**src/rtl/spi_pkg.sv**
```systemverilog
// spi_pkg: shared SPI state encoding and default sizing for master and slave
package spi_pkg;
  typedef enum logic {IDLE, SHIFT} state_t;
  localparam int SPI_DATASIZE = 16;
  localparam int SPI_SYNC_STAGES = 2;
  localparam bit CS_ACTIVE_HIGH = 1'b1;
endpackage

```
**src/rtl/spi_sync_bit.sv**
```systemverilog
// spi_sync_bit: N-stage single-bit synchroniser with a selectable reset level
module spi_sync_bit
  import spi_pkg::*;
#(
  parameter int   STAGES  = SPI_SYNC_STAGES,
  parameter logic RST_VAL = 1'b0
) (
  input  logic CLK,
  input  logic RESET,
  input  logic d,
  output logic q
);
  logic [STAGES-1:0] sync_q, sync_d;
  always_comb sync_d = {sync_q[STAGES-2:0], d};
  always_ff @(posedge CLK) sync_q <= RESET ? {STAGES{RST_VAL}} : sync_d;
  assign q = sync_q[STAGES-1];
endmodule

```
**src/rtl/spi_slave_rx.sv**
```systemverilog
// spi_slave_rx: mode-0 MSB-first SPI receiver with VALID/READY output and overrun/frame-error pulses
module spi_slave_rx
  import spi_pkg::*;
#(
  parameter int DATASIZE    = SPI_DATASIZE,
  parameter int SYNC_STAGES = SPI_SYNC_STAGES,
  parameter bit CS_ACTIVE   = CS_ACTIVE_HIGH
) (
  input  logic                CLK,
  input  logic                RESET,
  input  logic                SCK,
  input  logic                MOSI,
  input  logic                CS,
  output logic [DATASIZE-1:0] DATA,
  output logic                VALID,
  input  logic                READY,
  output logic                OVERRUN,
  output logic                FRAME_ERR,
  output logic                BUSY
);
  localparam int CW = $clog2(DATASIZE + 1);
  logic s_sck, s_mosi, s_cs, in_shift, wrap;
  logic sck_d_q, sck_d_d, rise_q, rise_d, mosi_q, mosi_d, act_q, act_d;
  logic done_q, done_d, valid_q, valid_d, overrun_q, overrun_d, frame_err_q, frame_err_d;
  logic [CW-1:0] cnt_q, cnt_d, next_cnt;
  logic [DATASIZE-1:0] shift_q, shift_d, data_q, data_d;
  state_t state_q, state_d;
  spi_sync_bit #(.STAGES(SYNC_STAGES), .RST_VAL(1'b0)) u_sck (.CLK(CLK), .RESET(RESET), .d(SCK), .q(s_sck));
  spi_sync_bit #(.STAGES(SYNC_STAGES), .RST_VAL(1'b0)) u_mosi (.CLK(CLK), .RESET(RESET), .d(MOSI), .q(s_mosi));
  spi_sync_bit #(.STAGES(SYNC_STAGES), .RST_VAL(!CS_ACTIVE)) u_cs (.CLK(CLK), .RESET(RESET), .d(CS), .q(s_cs));
  // rise, MOSI and CS are re-registered together so a CS drop stays aligned with the last rise
  always_comb begin
    in_shift    = state_q == SHIFT;
    sck_d_d     = s_sck;
    rise_d      = s_sck & ~sck_d_q;
    mosi_d      = s_mosi;
    act_d       = s_cs == CS_ACTIVE;
    next_cnt    = cnt_q + CW'(rise_q);
    wrap        = in_shift && rise_q && next_cnt == CW'(DATASIZE);
    state_d     = act_q ? SHIFT : IDLE;
    shift_d     = in_shift && rise_q ? {shift_q[DATASIZE-2:0], mosi_q} : shift_q;
    cnt_d       = in_shift && act_q && !wrap ? next_cnt : '0;
    done_d      = wrap;
    frame_err_d = in_shift && !act_q && !wrap && next_cnt != '0;
    data_d      = done_q && (!valid_q || READY) ? shift_q : data_q;
    valid_d     = done_q || (valid_q && !READY);
    overrun_d   = done_q && valid_q && !READY;
  end
  always_ff @(posedge CLK) begin
    if (RESET) begin
      sck_d_q     <= 1'b0;
      rise_q      <= 1'b0;
      mosi_q      <= 1'b0;
      act_q       <= 1'b0;
      state_q     <= IDLE;
      shift_q     <= '0;
      cnt_q       <= '0;
      done_q      <= 1'b0;
      frame_err_q <= 1'b0;
      data_q      <= '0;
      valid_q     <= 1'b0;
      overrun_q   <= 1'b0;
    end else begin
      sck_d_q     <= sck_d_d;
      rise_q      <= rise_d;
      mosi_q      <= mosi_d;
      act_q       <= act_d;
      state_q     <= state_d;
      shift_q     <= shift_d;
      cnt_q       <= cnt_d;
      done_q      <= done_d;
      frame_err_q <= frame_err_d;
      data_q      <= data_d;
      valid_q     <= valid_d;
      overrun_q   <= overrun_d;
    end
  end
  assign DATA      = data_q;
  assign VALID     = valid_q;
  assign OVERRUN   = overrun_q;
  assign FRAME_ERR = frame_err_q;
  assign BUSY      = state_q == SHIFT;
endmodule

```
**config.mk**
```make
export PLATFORM = sky130hd
export DESIGN_NAME = spi_slave_rx
export DESIGN_NICKNAME = d
export VERILOG_FILES = /design/src/rtl/spi_pkg.sv /design/src/rtl/spi_sync_bit.sv /design/src/rtl/spi_slave_rx.sv
export SDC_FILE = /design/constraint.sdc
export NUM_CORES = 1
export LEC_CHECK = 0
export BUFFER_PORTS_ARGS = -buffer_cell sky130_fd_sc_hd__buf_4
export CELL_PAD_IN_SITES_DETAIL_PLACEMENT = 0
export CELL_PAD_IN_SITES_GLOBAL_PLACEMENT = 2
export CORE_AREA = 2 2 80 82
export DETAILED_ROUTE_END_ITERATION = 12
export DIE_AREA = 0 0 82 84
export PLACE_DENSITY = 0.7
export SYNTH_ARGS = -nofsm -noshare
export SYNTH_HDL_FRONTEND = slang
export SYNTH_SLANG_ARGS = --single-unit
```
**constraint.sdc**
```tcl
create_clock -name CLK -period 1.4 [get_ports CLK]
set_input_delay 0.28 -clock CLK [delete_from_list [all_inputs] [get_ports CLK]]
set_output_delay 0.28 -clock CLK [all_outputs]
set_load 0.01 [all_outputs]
```
### Yosys cells after proc, flatten, opt, wreduce, memory -nomap -nowiden

Index checks and enable logic that the tools add are counted.

| word-level totals | value |
|---|---|
| register bits | 52 |
| input bits | 6 |
| output and inout port bits | 20 |
| word-level logic and storage cells | 40 |

| cells by class | value |
|---|---|
| add/subtract/negate cells | 1 |
| eq/ne operators | 1 |
| multiplexer cells | 1 |
| bitwise logic cells | 3 |
| reductions and logical operators | 19 |

Operators by type and width:

| operator | count |
|---|---|
| $logic_and 1x1->1 | 11 |
| $add 5x1->5 | 1 |
| $eq 5x5->1 const B | 1 |
| $reduce_bool 5->1 | 1 |
| $logic_not 1->1 | 4 |
| $logic_or 1x1->1 | 2 |
| $not 1->1 | 2 |
| $reduce_or 2->1 | 1 |
| $and 1x1->1 | 1 |
| $mux 1 | 1 |

### Longest topological paths before layout

| logic depth | value |
|---|---|
| depth after elaboration | 7 |
| mapped depth | 6 |
| depth with buffers taken out | 6 |

### Modules after synthesis

A second synthesis with hierarchy kept.

| unflattened totals | value |
|---|---|
| cell total of the unflattened synthesis | 200 |
| area, all modules | 1793.0 µm² |

Modules (own cells, without submodules):

| module | times used | cells each | area an instance (µm²) | sequential area each (µm²) |
|---|---|---|---|---|
| spi_slave_rx | 1 | 188 | 1635.3 | 920.9 |
| spi_sync_bit | 3 | 4 | 52.6 | 40.0 |

### Least setup slack after synthesis

OpenSTA, ideal clock, no wires.

| timing path | value |
|---|---|
| path type | reg2reg |
| from | register rise_q |
| to | register frame_err_q (netlist: FRAME_ERR) |
| setup time | 0.103 ns |
| arrival time | 1.422 ns |
| required time | 1.297 ns |
| setup slack | -0.125 ns |
| cell stages (with the launch flop) | 7 |
| path buffers | 0 |
| period minus slack after synthesis | 1.525 ns |
| cells stage by stage | dfxtp_1 -> ha_1 -> ha_1 -> nand3_1 -> xor2_1 -> or2_0 -> a2111oi_2 |

| between the ends | value |
|---|---|
| longest elaborated chain between the ends | 6 |
| elaborated cells between the ends (all ways) | 8 |
| those cells by class | add/sub (1); eq/ne (1); reduce/logical (6) |

Ends and longest elaborated chain:

| what | line | text |
|---|---|---|
| start, declared | spi_slave_rx.sv:23 | `logic sck_d_q, sck_d_d, rise_q, rise_d, mosi_q, mosi_d, act_q, act_d;` |
| start signal, assigned | spi_slave_rx.sv:65 | `rise_q <= rise_d;` |
| $add 5x1->5 | spi_slave_rx.sv:38 | `next_cnt = cnt_q + CW'(rise_q);` |
| $eq 5x5->1 | spi_slave_rx.sv:39 | `wrap = in_shift && rise_q && next_cnt == CW'(DATASIZE);` |
| $logic_and 1x1->1 | spi_slave_rx.sv:39 |  |
| $logic_not 1->1 | spi_slave_rx.sv:44 | `frame_err_d = in_shift && !act_q && !wrap && next_cnt != '0;` |
| $logic_and 1x1->1 | spi_slave_rx.sv:44 |  |
| $logic_and 1x1->1 * | spi_slave_rx.sv:44 |  |
| end signal, assigned | spi_slave_rx.sv:72 | `frame_err_q <= frame_err_d;` |
| end, declared | spi_slave_rx.sv:24 | `logic done_q, done_d, valid_q, valid_d, overrun_q, overrun_d, frame_err_q, frame_err_d;` |

Every way passes the cells marked *; elsewhere a longest branch is shown, timed or not.
A chain may end at the register's enable or synchronous reset.

### Worst setup path in the final report

Ends and elaborated chain as after synthesis.

==> results.md <==
- P per Cell Area: 1100 mW/mm^2
- Starting Density: 28.7%
- Die Footprint: 0.00689 sq mm
- Tot GR Track Use: 10.7%
- Post-Syn Area: 0.00175 sq mm
- Clock share of power: 36.7%
- DIE HEIGHT: 84 um
- Biggest area consumer among synthesized cells: dfxtp_1
- Sequential share of power: 61.1%
- HP Class: in2reg
- Highest Clock Rate: 670 MHz
- Post-synth top area share: 59.6%
- Failing checks: setup timing
- First-pass GRT wire length: 5.66 mm
- Normalized max-slew margin: 79.0%
- Worst-Margin Slew: 0.315 ns
- Final setup viols: 1
- CP arrival: 1.70 ns
- Most frequent cell after synthesis: nand2_1
- # Post-CTS Setup Buffers: 0
- Sequential fraction of the synthesis area: 59.6%
- Crit path top cell by count: ha_4
- Reg clk slew, reported paths: 0.09 ns
- Worst path max stage delay: 0.36 ns
- FFs w/ async S/R, synth: 0%
- CORE AREA: 0.00610 sq mm
- Post-Route M1 WL: 1.66 mm
- Crit Path Category: reg2reg
- Final #Nets: 234
- Hold path cells: 2
- Initial DRC count: 48
- Cts bufs inserted: 5
- Sw Share: 21.6%
- Mean routed wirelength per cell: 10.9 um
- Gate Count Post-Synth: 196
- Grt ovf: 0
- Root Driver: clkbuf_8
- 1st-pass router iterations: 4
- Commonest cells post-synth: 67 x nand2_1, 52 x dfxtp_1, 33 x a21oi_1, 12 x nor2b_1, 6 x clkbuf_1
- GP Congestion: 0.663
- Vias per inst: 4.28
- Max rail drop VDD: 459 uV
- Clk buf depth: 2
- Area after DPL: 0.00209 sq mm
- Comb pwr share: 2.2%
- Layout Skew: 0.00715 ns
- Outcome: complete, but fails checks
- Met2 WL: 1.38 mm
- Worst EP required: 1.60 ns
- Max-Cap Viols: 0
- Total Power: 2440 uW
- Final std cell area, no fill: 0.00222 sq mm
- Critical Path Source Type: register
- Avg Inst Size Synth: 8.92 sq um
- Flop-to-flop setup slack: -0.09 ns
- DP HPWL: 2.14 mm
- Lkg Pwr: 0.000819 uW
- Largest net degree at the start of global routing: 28
- RSZ-0062 raised after global routing: yes
- Syn_nets: 204
- Worst reg2reg endpoint: FRAME_ERR
- CP Cell Sequence: ha_4, ha_4, nand3_2, xor2_1, or2_1, a2111oi_2
- Min-delay src: CS
- Post-place setup slack: -0.0743 ns
- Synth Warn #: 0
- CP max stage cell: dfxtp_2
- Final hold vios: 0
- Metal3 WL: 199 um
- Final Critical Period: 1.49 ns
- Num rows: 29
- Buffers on Ports: 25
- Library cells used by synthesis: 21
- Setup crit end kind: register
- Post-CTS Hold Buffers: 0
- Post-synth EDFFs: 0
- Antenna violations before repair: 0
- CTS tree: built
- Area growth syn-to-layout: 27.1%
- I/O pins: 26
- CTS sink cnt: 52
- Setup TNS: -0.0932 ns
- FF-to-FF path depth: 6
- DRT antenna net count: 0
- Switch Pwr: 529 uW
- Crit share post-route: 107%
- Die width: 82 um
- Number of global-route vias before repair: 1224
- Pint: 1910 uW
- Total Wirelength: 3.30 mm
- CTS H-tree depth: 2
- Final Slew Violations: 0
- Largest cells by area after synthesis: dfxtp_1 60%, nand2_1 14%, a21oi_1 9.4%
- Synthesized flop and latch total: 52
- Vias: 1300
- Ant. Diodes: 0
- Crit Path Max Fanout: 2
- Worst setup margin: -0.0932 ns
- Later-pin clock latency in the skew report: 0.30 ns
- Reg2Reg Launch Point: rise_q
- Uppermost layer routed: met4
- Number of remaining DRC errors: 0
- Worst Hold End: u_cs.sync_q[0]
- Top FF cell, synth: dfxtp_1
- Layout cell share with drive strength beyond 1: 22.9%
## how the worst max path moves through the flow
| stage | from | to | slack (ns) | cells past startpoint |
|---|---|---|---|---|
| after global placement | rise_q | done_q | -0.05 | 4 |
| final | rise_q | FRAME_ERR | -0.09 | 6 |
| after detailed placement | rise_q | FRAME_ERR | -0.07 | 6 |
| after floorplan | rise_q | FRAME_ERR | -0.02 | 6 |
| after CTS | rise_q | FRAME_ERR | -0.11 | 6 |
| after global routing | rise_q | FRAME_ERR | -0.19 | 6 |
## what timing repair did
| action | CTS | global route |
|---|---|---|
| gates resized for setup | 2 | 4 |
| pin swaps | 0 | 1 |
| endpoints found under the setup margin | 2 | 14 |
## critical path: cells and delay by family, from the launching register on
| family | cells | cell delay [ns] |
|---|---|---|
| fa+ha+maj | 2 | 0.27 |
| compound gates | 1 | 0.30 |
| xor+xnor | 1 | 0.17 |
| flops | 1 | 0.36 |
| simple gates | 2 | 0.30 |
## state kept, by name (all words and copies together), names as in the netlist, 2 cells and up
| name | cells |
|---|---|
| shift_q | 16 |
| DATA | 16 |
| u_mosi.sync_q | 2 |
| cnt_q | 5 |
| u_sck.sync_q | 2 |
| u_cs.sync_q | 2 |
## layout by cell type (no fill, tap or decap)
cell type   count
a2111oi_2       1
a211oi_1        1
a21oi_1        33
and2_1          1
and2_2          1
and3_1          3
buf_12          1
buf_4          33
clkbuf_8        6
clkinvlp_4      2
dfxtp_1        50
dfxtp_2         2
ha_4            2
inv_1           2
nand2_1        67
nand2b_1        1
nand3_1         1
nand3_2         1
nor2b_1        12
nor3_1          1
nor4_4          1
nor4b_4         1
or2_1           1
xnor2_2         1
xor2_1          2
## cells by family (layout without fill, tap and decap cells)
kind of cell               count (synthesis)  after routing  synth area share (%)
and+or+nand+nor                           91             91                  23.3
DFF                                       52             52                  59.6
AOI/OAI and AO/OA                         35             35                  10.7
buffers and inverters                     13             44                  3.51
xor gates and xnor gates                   3              3                  1.50
adders and majority gates                  2              2                  1.43
## per-stage QoR
step	utilization (%)	cells	hold slack (ns)
2_1_floorplan	-	196	0.360
3_3_place_gp	34.3	296	0.366
3_5_place_dp	34.3	296	0.364
4_1_cts	36.0	304	0.166
5_1_grt	36.4	304	0.166
6_report	36.4	304	0.177
## power by group through the flow
stage               clock, uW  sequential (uW)  combinational, uW
floorplan                   0             1530               29.1
global placement            0             1530               53.0
detailed placement          0             1530               52.8
CTS                       948             1490               53.3
global route              998             1490               59.7
finish                    898             1490               53.3
## cell type report
type                            count  area (sq um)
Fill cell                         644          3870
Multi-Input combinational cell    131           708
Inverter                            2          7.51
Clock buffer                        6          82.6
Sequential cell                    52          1040
Tap cell                           77          96.3
Clock inverter                      2          15.0
Timing Repair Buffer               34           268
## metal layers
layer | vias up | GRT usage, %
met1 | 577 | 14.2
met4 | 0 | 4.55
met2 | 30 | 15.7
met5 | - | 0
li1 | 688 | -
met3 | 5 | 3.79
(Power assumes the default switching activity.)
